$ cat src/rtl/flex_pkg.sv
// ============================================================================
// Module  : flex_pkg
// Brief   : Shared types and constants for the flex word packer.
// Revision: 1.0
// ============================================================================
`default_nettype none

package flex_pkg;
    localparam int BYTE_W = 8;

    typedef enum logic {
        FILL = 1'b0,
        FULL = 1'b1
    } packer_state_t;
endpackage

`default_nettype wire

$ cat src/rtl/flex_byte_slot_sel.sv
// ============================================================================
// Module  : flex_byte_slot_sel
// Brief   : Maps the byte counter to a one-hot byte-lane enable, honouring
//           the configured byte order.
// Revision: 1.0
// ============================================================================
`default_nettype none

module flex_byte_slot_sel #(
    parameter int NUM_BYTES  = 4,
    parameter bit BIG_ENDIAN = 1'b1,
    parameter int CNT_W      = 3
) (
    input  logic [CNT_W-1:0]     cnt,
    output logic [NUM_BYTES-1:0] slot_en
);

    // Lane index 0 is out_data[7:0]; big-endian puts slot 0 in the top lane.
    for (genvar i = 0; i < NUM_BYTES; i++) begin : g_slot
        localparam int POS = BIG_ENDIAN ? (NUM_BYTES - 1 - i) : i;
        assign slot_en[POS] = (cnt == CNT_W'(i));
    end

endmodule

`default_nettype wire

$ cat src/rtl/flex_word_packer.sv
// ============================================================================
// Module  : flex_word_packer
// Brief   : Byte-serial to NUM_BITS word packer with zero-bubble handoff.
//           Optional flush port enabled by FLEX_PACKER_FLUSH_EN.
// Revision: 1.0
// ============================================================================
`default_nettype none

module flex_word_packer
    import flex_pkg::*;
#(
    parameter int NUM_BITS   = 32,
    parameter bit BIG_ENDIAN = 1'b1
) (
    input  logic                              clk,
    input  logic                              rst,
    input  logic                              in_valid,
    input  logic [7:0]                        in_data,
    output logic                              in_ready,
    output logic                              out_valid,
    output logic [NUM_BITS-1:0]               out_data,
    input  logic                              out_ready,
`ifdef FLEX_PACKER_FLUSH_EN
    input  logic                              flush,
`endif
    output logic [$clog2(NUM_BITS/8+1)-1:0]   out_bytes
);

    localparam int NB    = NUM_BITS / BYTE_W;
    localparam int CNT_W = $clog2(NB + 1);

    packer_state_t         state, state_next;
    logic [CNT_W-1:0]      cnt, cnt_next;
    logic [CNT_W-1:0]      bytes_q, bytes_next;
    logic [NUM_BITS-1:0]   word, word_next;
    logic [NUM_BITS-1:0]   lane_mask, placed;
    logic [NB-1:0]         slot_en;
    logic                  accept, last_byte, flush_req;

`ifdef FLEX_PACKER_FLUSH_EN
    assign flush_req = flush;
`else
    assign flush_req = 1'b0;
`endif

    flex_byte_slot_sel #(
        .NUM_BYTES  (NB),
        .BIG_ENDIAN (BIG_ENDIAN),
        .CNT_W      (CNT_W)
    ) u_slot_sel (
        .cnt     (cnt),
        .slot_en (slot_en)
    );

    for (genvar i = 0; i < NB; i++) begin : g_lane
        assign lane_mask[i*BYTE_W +: BYTE_W] = {BYTE_W{slot_en[i]}};
    end

    assign placed    = lane_mask & {NB{in_data}};
    assign accept    = in_valid & in_ready;
    assign last_byte = (cnt == CNT_W'(NB - 1));
    assign out_data  = word;
    assign out_bytes = bytes_q;

    always_ff @(posedge clk or posedge rst) begin
        if (rst) begin
            state   <= FILL;
            cnt     <= '0;
            bytes_q <= '0;
            word    <= '0;
        end else begin
            state   <= state_next;
            cnt     <= cnt_next;
            bytes_q <= bytes_next;
            word    <= word_next;
        end
    end

    always_comb begin
        state_next = state;
        cnt_next   = cnt;
        bytes_next = bytes_q;
        word_next  = word;
        case (state)
            FILL: begin
                if (accept) begin
                    word_next = (word & ~lane_mask) | placed;
                    if (last_byte) begin
                        state_next = FULL;
                        cnt_next   = '0;
                        bytes_next = CNT_W'(NB);
                    end else if (flush_req) begin
                        state_next = FULL;
                        cnt_next   = '0;
                        bytes_next = cnt + 1'b1;
                    end else begin
                        cnt_next   = cnt + 1'b1;
                    end
                end else if (flush_req && (cnt != '0)) begin
                    state_next = FULL;
                    cnt_next   = '0;
                    bytes_next = cnt;
                end
            end
            FULL: begin
                // cnt is 0 here, so slot_en already targets slot 0 of the next word.
                if (out_ready) begin
                    state_next = FILL;
                    bytes_next = '0;
                    word_next  = accept ? placed : '0;
                    cnt_next   = accept ? CNT_W'(1) : '0;
                end
            end
            default: state_next = FILL;
        endcase
    end

    always_comb begin
        in_ready  = 1'b0;
        out_valid = 1'b0;
        if (!rst) begin
            case (state)
                FILL: in_ready = 1'b1;
                FULL: begin
                    in_ready  = out_ready;
                    out_valid = 1'b1;
                end
                default: in_ready = 1'b0;
            endcase
        end
    end

endmodule

`default_nettype wire
$ cat config.mk
export PLATFORM = sky130hd
export DESIGN_NAME = flex_word_packer
export DESIGN_NICKNAME = d
export VERILOG_FILES = /design/src/rtl/flex_pkg.sv /design/src/rtl/flex_byte_slot_sel.sv /design/src/rtl/flex_word_packer.sv
export SDC_FILE = /design/constraint.sdc
export NUM_CORES = 1
export LEC_CHECK = 0
export CORE_UTILIZATION = 43
export DETAILED_ROUTE_END_ITERATION = 16
export PLACE_DENSITY_LB_ADDON = 0.15
export SLEW_MARGIN = 0
export SYNTH_ARGS = -nofsm -noshare
export SYNTH_HDL_FRONTEND = slang
export SYNTH_SLANG_ARGS = --single-unit
$ cat constraint.sdc
create_clock -name clk -period 1.5 [get_ports clk]
set_clock_uncertainty 0.1 [all_clocks]
set_input_delay 0.225 -clock clk [delete_from_list [all_inputs] [get_ports clk]]
set_output_delay 0.225 -clock clk [all_outputs]
set_load 0.02 [all_outputs]
==> results.md, run 1 <==
* Status: finished with violations
* Failing checks: setup timing
* Mapped cell area at approximately 1900 um2
* Buffers on Ports at 46
* Core Area at 4090 um2
* CTS max path bufs at 2
* Final setup violation count at 32
* GRT Util Overall at a little under a quarter
* Rows at 23
* WS Path Type: reg2reg
* Die Ht at 67.7 um
* Via Count at 1,562
* Worst path top cell family by delay: buffers and inverters
* Yosys Warn Count at 0
* Area Overhead vs Synth at 42.3%
* RSZ-0062 raised after global routing: true
* Worst Hold Class: in2async
* CP required at 1.57 ns
* Netlist cell types at 31
* Period minus WS final at 1.67 ns
* First-pass GRT wire length at between 7000 and 8000 um
* Clock latency on the worst-skew pair at 0.29 ns
* Crit-path max cell delay at 0.41 ns
* Root buf cell: clkbuf_8
* Slowest CP cell: dfrtp_1
* Area post-placement at 2410 um2
* Vias/cell at 5.85
* Share of post-route cells with drive strength above 1 at ~29%
* EDFF count, synth at 0
* DP Wirelength at 3330 um
* Commonest cells after routing, fill and taps aside: dfrtp_1, dlygate4sd2_1, buf_4
* TritonCTS buffer count at 5
* Vias in the first global route at 1,552
* FF/Latch Area at just over 900 um2
* Max FO, Critical Path at 8
* Worst hold slack at 0.148 ns
* Multi-input logic area at 883 um2
* ANT nets after route at 0
* Arrival @ worst endpoint at 1.74 ns
* RD Place Congestion at 0.832
* Power Density at 1800 nW/um2
* Prevailing post-synth register cell: dfrtp_1
* Mapped Cells at 150
* Drt initial violations at between 90 and 100
* Finished Layout Cells at around 270
* Post-synthesis sequential area ratio at about 50%
* Setup crit start kind: flop
* Clk sinks at 37
* Final #Nets at 232
* GR Overflow Total at 0
* Fmax achieved at 0.598 GHz
* Pre-CTS WS at -0.409 ns
* Drt wl/cell at roughly 20 um
* Most common cell after layout, fill and taps aside: dfrtp_1
* PnR worst setup slack at -0.173 ns
* DRC Markers at 0
* Leakage at 1.23 nW
* Syn Area/Cell at 12.4 um2
* Reg clk slew, reported paths at 0.08 ns
* Starting density of the core at 45.4%
* RR Startpoint: cnt[1]
* Peak VDD IR at 796 uV
* Largest net degree at the start of global routing at 38
* H-Tree Level Count at 2
* Routed WL at 5230 um
* Final hold viol count at 0
* Fillcell total at 317
* Final Max Tran Viols at 0
* Synth Register Bits at 37
* Asr flop ratio synth at 100%
* Crit. End Element: flop
* Design Area, Final at 2640 um2
* ANT cells at 0
* Die area at 4580 um2
* Buf/Inv on CP at 3
* Tcrit/Tclk final at 112%
* Placed cell count at 249
* Hold_buf cts at 0
* Initial antenna violation count at 0
* CTS tree: done
* Worst setup startpoint: cnt[1]
* DRT Pass-1 Iters at 5
* Die width at 67.7 um
* I/O pins at 49
* Max Cap Violations at 0
* Crit-path cells: buf_6 -> ha_2 -> nor4bb_4 -> buf_4 -> clkbuf_16 -> a32oi_1 -> o21ai_1
final timing paths:
| path | to | slack [ns] | cells after the start |
|---|---|---|---|
| max | flop | -0.17 | 7 |
| min | out_bytes[2] | 0.15 | 4 |
| max reg2reg | flop | -0.17 | 7 |
| min reg2reg | out_bytes[2] | 0.39 | 2 |
| max in group asynchronous | state | 0.78 | 4 |
| min in group clk | cnt[0] | 0.35 | 3 |
logic make-up after synthesis:
logic type	Yosys count	synth area share [%]
AO/OA/AOI/OAI	57	23.5
adder cells (fa/ha/maj)	4	2.70
buffers and inverters	20	8.69
flip-flops	37	49.9
multiplexers	17	9.23
other	1	0.202
AND/OR/NAND/NOR	14	5.86
report_power, final:
part	switching [mW]	internal, mW
registers	0.293	1.42
clock network	0.377	0.321
logic	1.27	1.06
worst register-to-register path: stages, from the launching register on:
cell and delay, ns:
dfrtp_1 0.41, buf_6 0.13, ha_2 0.16, nor4bb_4 0.16
buf_4 0.16, clkbuf_16 0.15, a32oi_1 0.19, o21ai_1 0.09
per-stage QoR:
| stage | utilization, % | total power [mW] | TNS [ns] |
|---|---|---|---|
| global route | 64.7 | 5.03 | -5.37 |
| detailed placement | 58.9 | 4.10 | -14.33 |
| global placement | 58.9 | 4.01 | -12.12 |
| CTS | 61.0 | 4.59 | -3.54 |
| finish | 64.7 | 4.75 | -3.68 |
| floorplan | - | 3.00 | -0.719 |
layout make-up:
class | count | area share (%)
Clock inverter | 3 | 0.663
Sequential cell | 37 | 35.1
Clock buffer | 5 | 2.60
Inverter | 5 | 0.852
Multi-Input combinational cell | 95 | 33.4
Tap cell | 50 | 2.37
Timing Repair Buffer | 72 | 25.0
layer usage:
metal  GRT usage [%]  routed length (um)  up-vias
li1                -                   -      712
met1            30.6                2310      795
met2            38.7                2580       49
met3            6.25                 282        6
met4            7.98                  61        0
met5               0                   0        -
synthesized netlist by cell type (2+ instances only):
cell	n	area, um2
a22o_1	17	149
a32oi_1	15	131
and2_1	2	12.5
buf_2	3	15.0
buf_4	4	30.0
buf_6	5	56.3
dfrtp_1	37	926
ha_1	4	50.1
inv_1	5	18.8
mux2i_1	16	160
nand2_1	2	7.51
nand2b_1	2	12.5
nor2b_1	2	12.5
nor4bb_1	2	20.0
o21ai_0	15	75.1
o21ai_1	4	20.0
what timing repair did:
item / 4_1_cts / 5_1_grt
resized for setup: 58 / 25
setup buffers: 3 / 6
pin swaps: 1 / 6
setup endpoints to repair: 70 / 36
gates cloned: 0 / 2
Power figures use the tool's default switching activity.
==> run 2: changes to the inputs <==
--- a/config.mk
+++ b/config.mk
@@ -5,6 +5,8 @@
 export SDC_FILE = /design/constraint.sdc
 export NUM_CORES = 1
 export LEC_CHECK = 0
+export ABC_AREA = 1
+export CAP_MARGIN = 20
 export CORE_UTILIZATION = 43
 export DETAILED_ROUTE_END_ITERATION = 16
 export PLACE_DENSITY_LB_ADDON = 0.15
@@ -12,3 +14,4 @@
 export SYNTH_ARGS = -nofsm -noshare
 export SYNTH_HDL_FRONTEND = slang
 export SYNTH_SLANG_ARGS = --single-unit
+export TNS_END_PERCENT = 5
==> run 2 against run 1 <==
Net effect:
- the flow now finishes without violations
- routed wire length down 29%
- combinational power down 7%
- largest power group unchanged
- flip-flop and latch count stayed put
- die area decreased by 5.9%
- cell count increased by 19%
- first-iteration DRC count grew 87%
- highest routed layer unchanged
- design area shrank 9.8%
- worst hold slack better by 0.22 ns
- clock power is 28% higher
- non-clock buffer count is 18 lower
- power is 0.43% higher
- largest cell class unchanged
==> results.md, run 2 <==
* Crit-path cells: inv_2 -> nor2_1 -> dlygate4sd2_1
* Setup bufs post-CTS at 0 (-3)
* Rows at 22 (-4.3%)
* GRT Util Overall at 20.3% (-3.6 points)
* Clk sinks at 37 (unchanged)
* CTS max path bufs at 2 (unchanged)
* Die width at 65.7 um (-3.0%)
* Cell with the most instances after synthesis: nand2_1
* CTS tree: done
* Period minus WS final at 1.43 ns (-0.240 ns)
* ANT nets after route at 0 (unchanged)
* Starting density of the core at 46.2% (+0.78 points)
* FF-to-FF setup slack at 0.14 ns (+0.31 ns)
* Clock latency on the worst-skew pair at 0.29 ns (about the same)
* First-pass GRT wire length at 6400 um (-18%)
* Initial antenna violation count at 0 (unchanged)
* Largest family of logic cells by synthesized area: simple AND/OR/NAND/NOR gates
* Post-CTS Resized at 37 (-36%)
* Synth top area share at 53.1% (+3.3 points)
* Drt initial violations at 170 (+87%)
* Adder-Cell Fraction of Synth Area at 2.87% (+0.18 points)
* Status: completed
* Vias in the first global route at 1,354 (-13%)
* Final hold viol count at 0 (unchanged)
* DRT Pass-1 Iters at 4 (-1)
* PnR worst setup slack at 0.0666 ns (+0.240 ns)
* Reg clk slew, reported paths at 0.07 ns (about the same)
* Synth Register Bits at 37 (unchanged)
* Drt wl/cell at 11.7 um (-40%)
* WS Path Type: reg2out
* Prevailing post-synth register cell: dfrtp_1
* Peak VDD IR at 1100 uV (+38%)
* Via Count at 1,470 (-5.9%)
* Die Ht at 65.7 um (-3.0%)
* H-Tree Level Count at 2 (unchanged)
* Routed WL at 3740 um (-29%)
* RSZ-0062 raised after global routing: false
* Pint at 2.79 mW (-0.47%)
* Mapped Cells at 213 (+42%)
* Worst Hold Class: reg2reg
* Root buf cell: clkbuf_8
* I/O pins at 49 (unchanged)
* Pre-CTS WS at -0.251 ns (+0.158 ns)
* Die area at 4310 um2 (-5.9%)
* Max FO, Critical Path at 3 (-5)
* Crit-path max cell delay at 0.36 ns (-0.05 ns)
* Post-synthesis sequential area ratio at 53.1% (+3.3 points)
* Crit. End Element: primary output
* Fmax achieved at 0.698 GHz (+17%)
* Area post-placement at 2300 um2 (-4.5%)
* Final setup violation count at 0 (-100%)
* Max Cap Violations at 0 (unchanged)
* Arrival @ worst endpoint at 1.11 ns (-0.63 ns)
* DRC Markers at 0 (unchanged)
* Synth Area in XOR/XNOR at 0% (unchanged)
* Largest net degree at the start of global routing at 38 (unchanged)
* Area Overhead vs Synth at 36.8%
* Asr flop ratio synth at 100% (unchanged)
* Netlist cell types at 19 (-39%)
* DP Wirelength at 2700 um (-19%)
* Core Area at 3770 um2 (-7.7%)
* Mux contribution to synthesized area at 0% (-9.2 points)
* Syn Area/Cell at 8.18 um2 (-34%)
* Leading area contributor after synthesis: dfrtp_1
* Clock power frac at 18.8% (+4.1 points)
* RR Startpoint: cnt[0]
* Worst Hold Depth at 2
* Share of post-route cells with drive strength above 1 at 11.4% (-17 points)
* Design Area, Final at 2380 um2 (-9.8%)
* Sw frac at 41.5% (+0.53 points)
* Setup crit start kind: flop
* Path depth of the worst reg2reg path at 7 (unchanged)
* Slowest CP cell: dfrtp_1
* Sw Pwr at 1.98 mW (+1.7%)
* Synth cell count leaders: nand2_1, dfrtp_1, nor2_1, inv_1, nand3_1
* Vias/cell at 4.61 (-21%)
* RD Place Congestion at 0.743 (-11%)
* Yosys Warn Count at 0 (unchanged)
* EDFF count, synth at 0 (unchanged)
* Final Util at 63.2% (-1.5 points)
* TritonCTS buffer count at 5 (unchanged)
* Final Max Tran Viols at 0 (unchanged)
* Power Density at 2000 nW/um2 (+11%)
* Simple-gate area share of the yosys netlist at 35.6% (+30 points)
* Worst hold slack at 0.365 ns (+0.217 ns)
* ANT cells at 0 (unchanged)
* Synth area leaders: dfrtp_1, nand2_1, nor2_1
* Leakage at 1.40 nW (+14%)
* Tcrit/Tclk final at 95.6% (-16 points)
* CP required at 1.17 ns (-0.40 ns)
* Most common cell after layout, fill and taps aside: nand2_1
* GR Overflow Total at 0 (unchanged)
* Commonest cells after routing, fill and taps aside: nand2_1, dfrtp_1, dlygate4sd2_1
* Final #Nets at 286 (+23%)
* Fillcell total at 359 (+13%)
* Mapped cell area at 1740 um2 (-6.1%)
* Buffers on Ports at 46 (unchanged)
* Gate power share at 45.6% (-3.5 points)
* Compound-Gate Fraction of Synth Area at 1.44% (-22 points)
* Hold_buf cts at 0 (unchanged)
* Reg power frac at 35.6% (-0.6 points)
## run 2: critical path: cells and delay by family, from the launching register on
kind / cells / cell delay [ns]
flops: 1 / 0.36
buf+inv: 2 / 0.38
simple gates: 1 / 0.07
## run 2: metal layers
layer	vias to the layer above	part of all wire [%]	global-route usage, %
li1	753	-	-
met1	657	44	26.8
met2	51	46	29.8
met3	9	6.0	6.08
met4	0	3.3	10.1
met5	-	0	0
## run 2: area by class of cell
cell class / instances / area, um2 / area share [%]
clock buffers: 7 / 86.3 / 3.62
inverters: 16 / 65.1 / 2.73
multi-input cells: 156 / 718 / 30.1
repair buffers: 54 / 498 / 20.9
flip-flops and latches: 37 / 926 / 38.8
well taps: 48 / 60.1 / 2.52
clock inverters: 1 / 30.0 / 1.26
## run 2: worst max path at each step
stage / from / end / slack, ns / cells after the start
final: state / out_valid / 0.07 / 3
after global routing: state / out_valid / 0.009 / 3
after CTS: state / in_ready / 0.02 / 4
after detailed placement: out_ready / in_ready / -0.25 / 4
after global placement: out_ready / in_ready / -0.24 / 4
after floorplan: rst / out_bytes[2] / 0.05 / 6
## run 2: power groups by stage
stage	clock network, mW	registers, mW	logic (mW)
after CTS	0.910	1.70	2.16
final	0.896	1.70	2.17
after floorplan	0	2.23	0.858
after global routing	0.961	1.76	2.39
after global placement	0	1.72	2.41
after detailed placement	0	1.74	2.45
## run 2: through the flow
| stage | cells | TNS [ns] | power (mW) |
|---|---|---|---|
| CTS | 319 | 0 | 4.77 |
| finish | 319 | 0 | 4.77 |
| floorplan | 214 | 0 | 3.09 |
| detailed placement | 311 | -5.07 | 4.18 |
| global placement | 311 | -4.33 | 4.14 |
| global route | 319 | 0 | 5.12 |
## run 2: cell families (layout without fill, tap and decap cells)
logic type               after synthesis  in the layout
other                                  1              2
adder cells (fa/ha/maj)                4              4
AO/OA/AOI/OAI                          5              5
flip-flops                            37             37
buffers and inverters                 21             78
AND/OR/NAND/NOR                      145            145
==> run 3: changes to the inputs <==
--- a/config.mk
+++ b/config.mk
@@ -9,6 +9,7 @@
 export CAP_MARGIN = 20
 export CORE_UTILIZATION = 43
 export DETAILED_ROUTE_END_ITERATION = 16
+export HOLD_SLACK_MARGIN = 0.06
 export PLACE_DENSITY_LB_ADDON = 0.15
 export SLEW_MARGIN = 0
 export SYNTH_ARGS = -nofsm -noshare
==> results of run 3 <==
No change in the layout: final DEF, timing and power equal those of run 2.
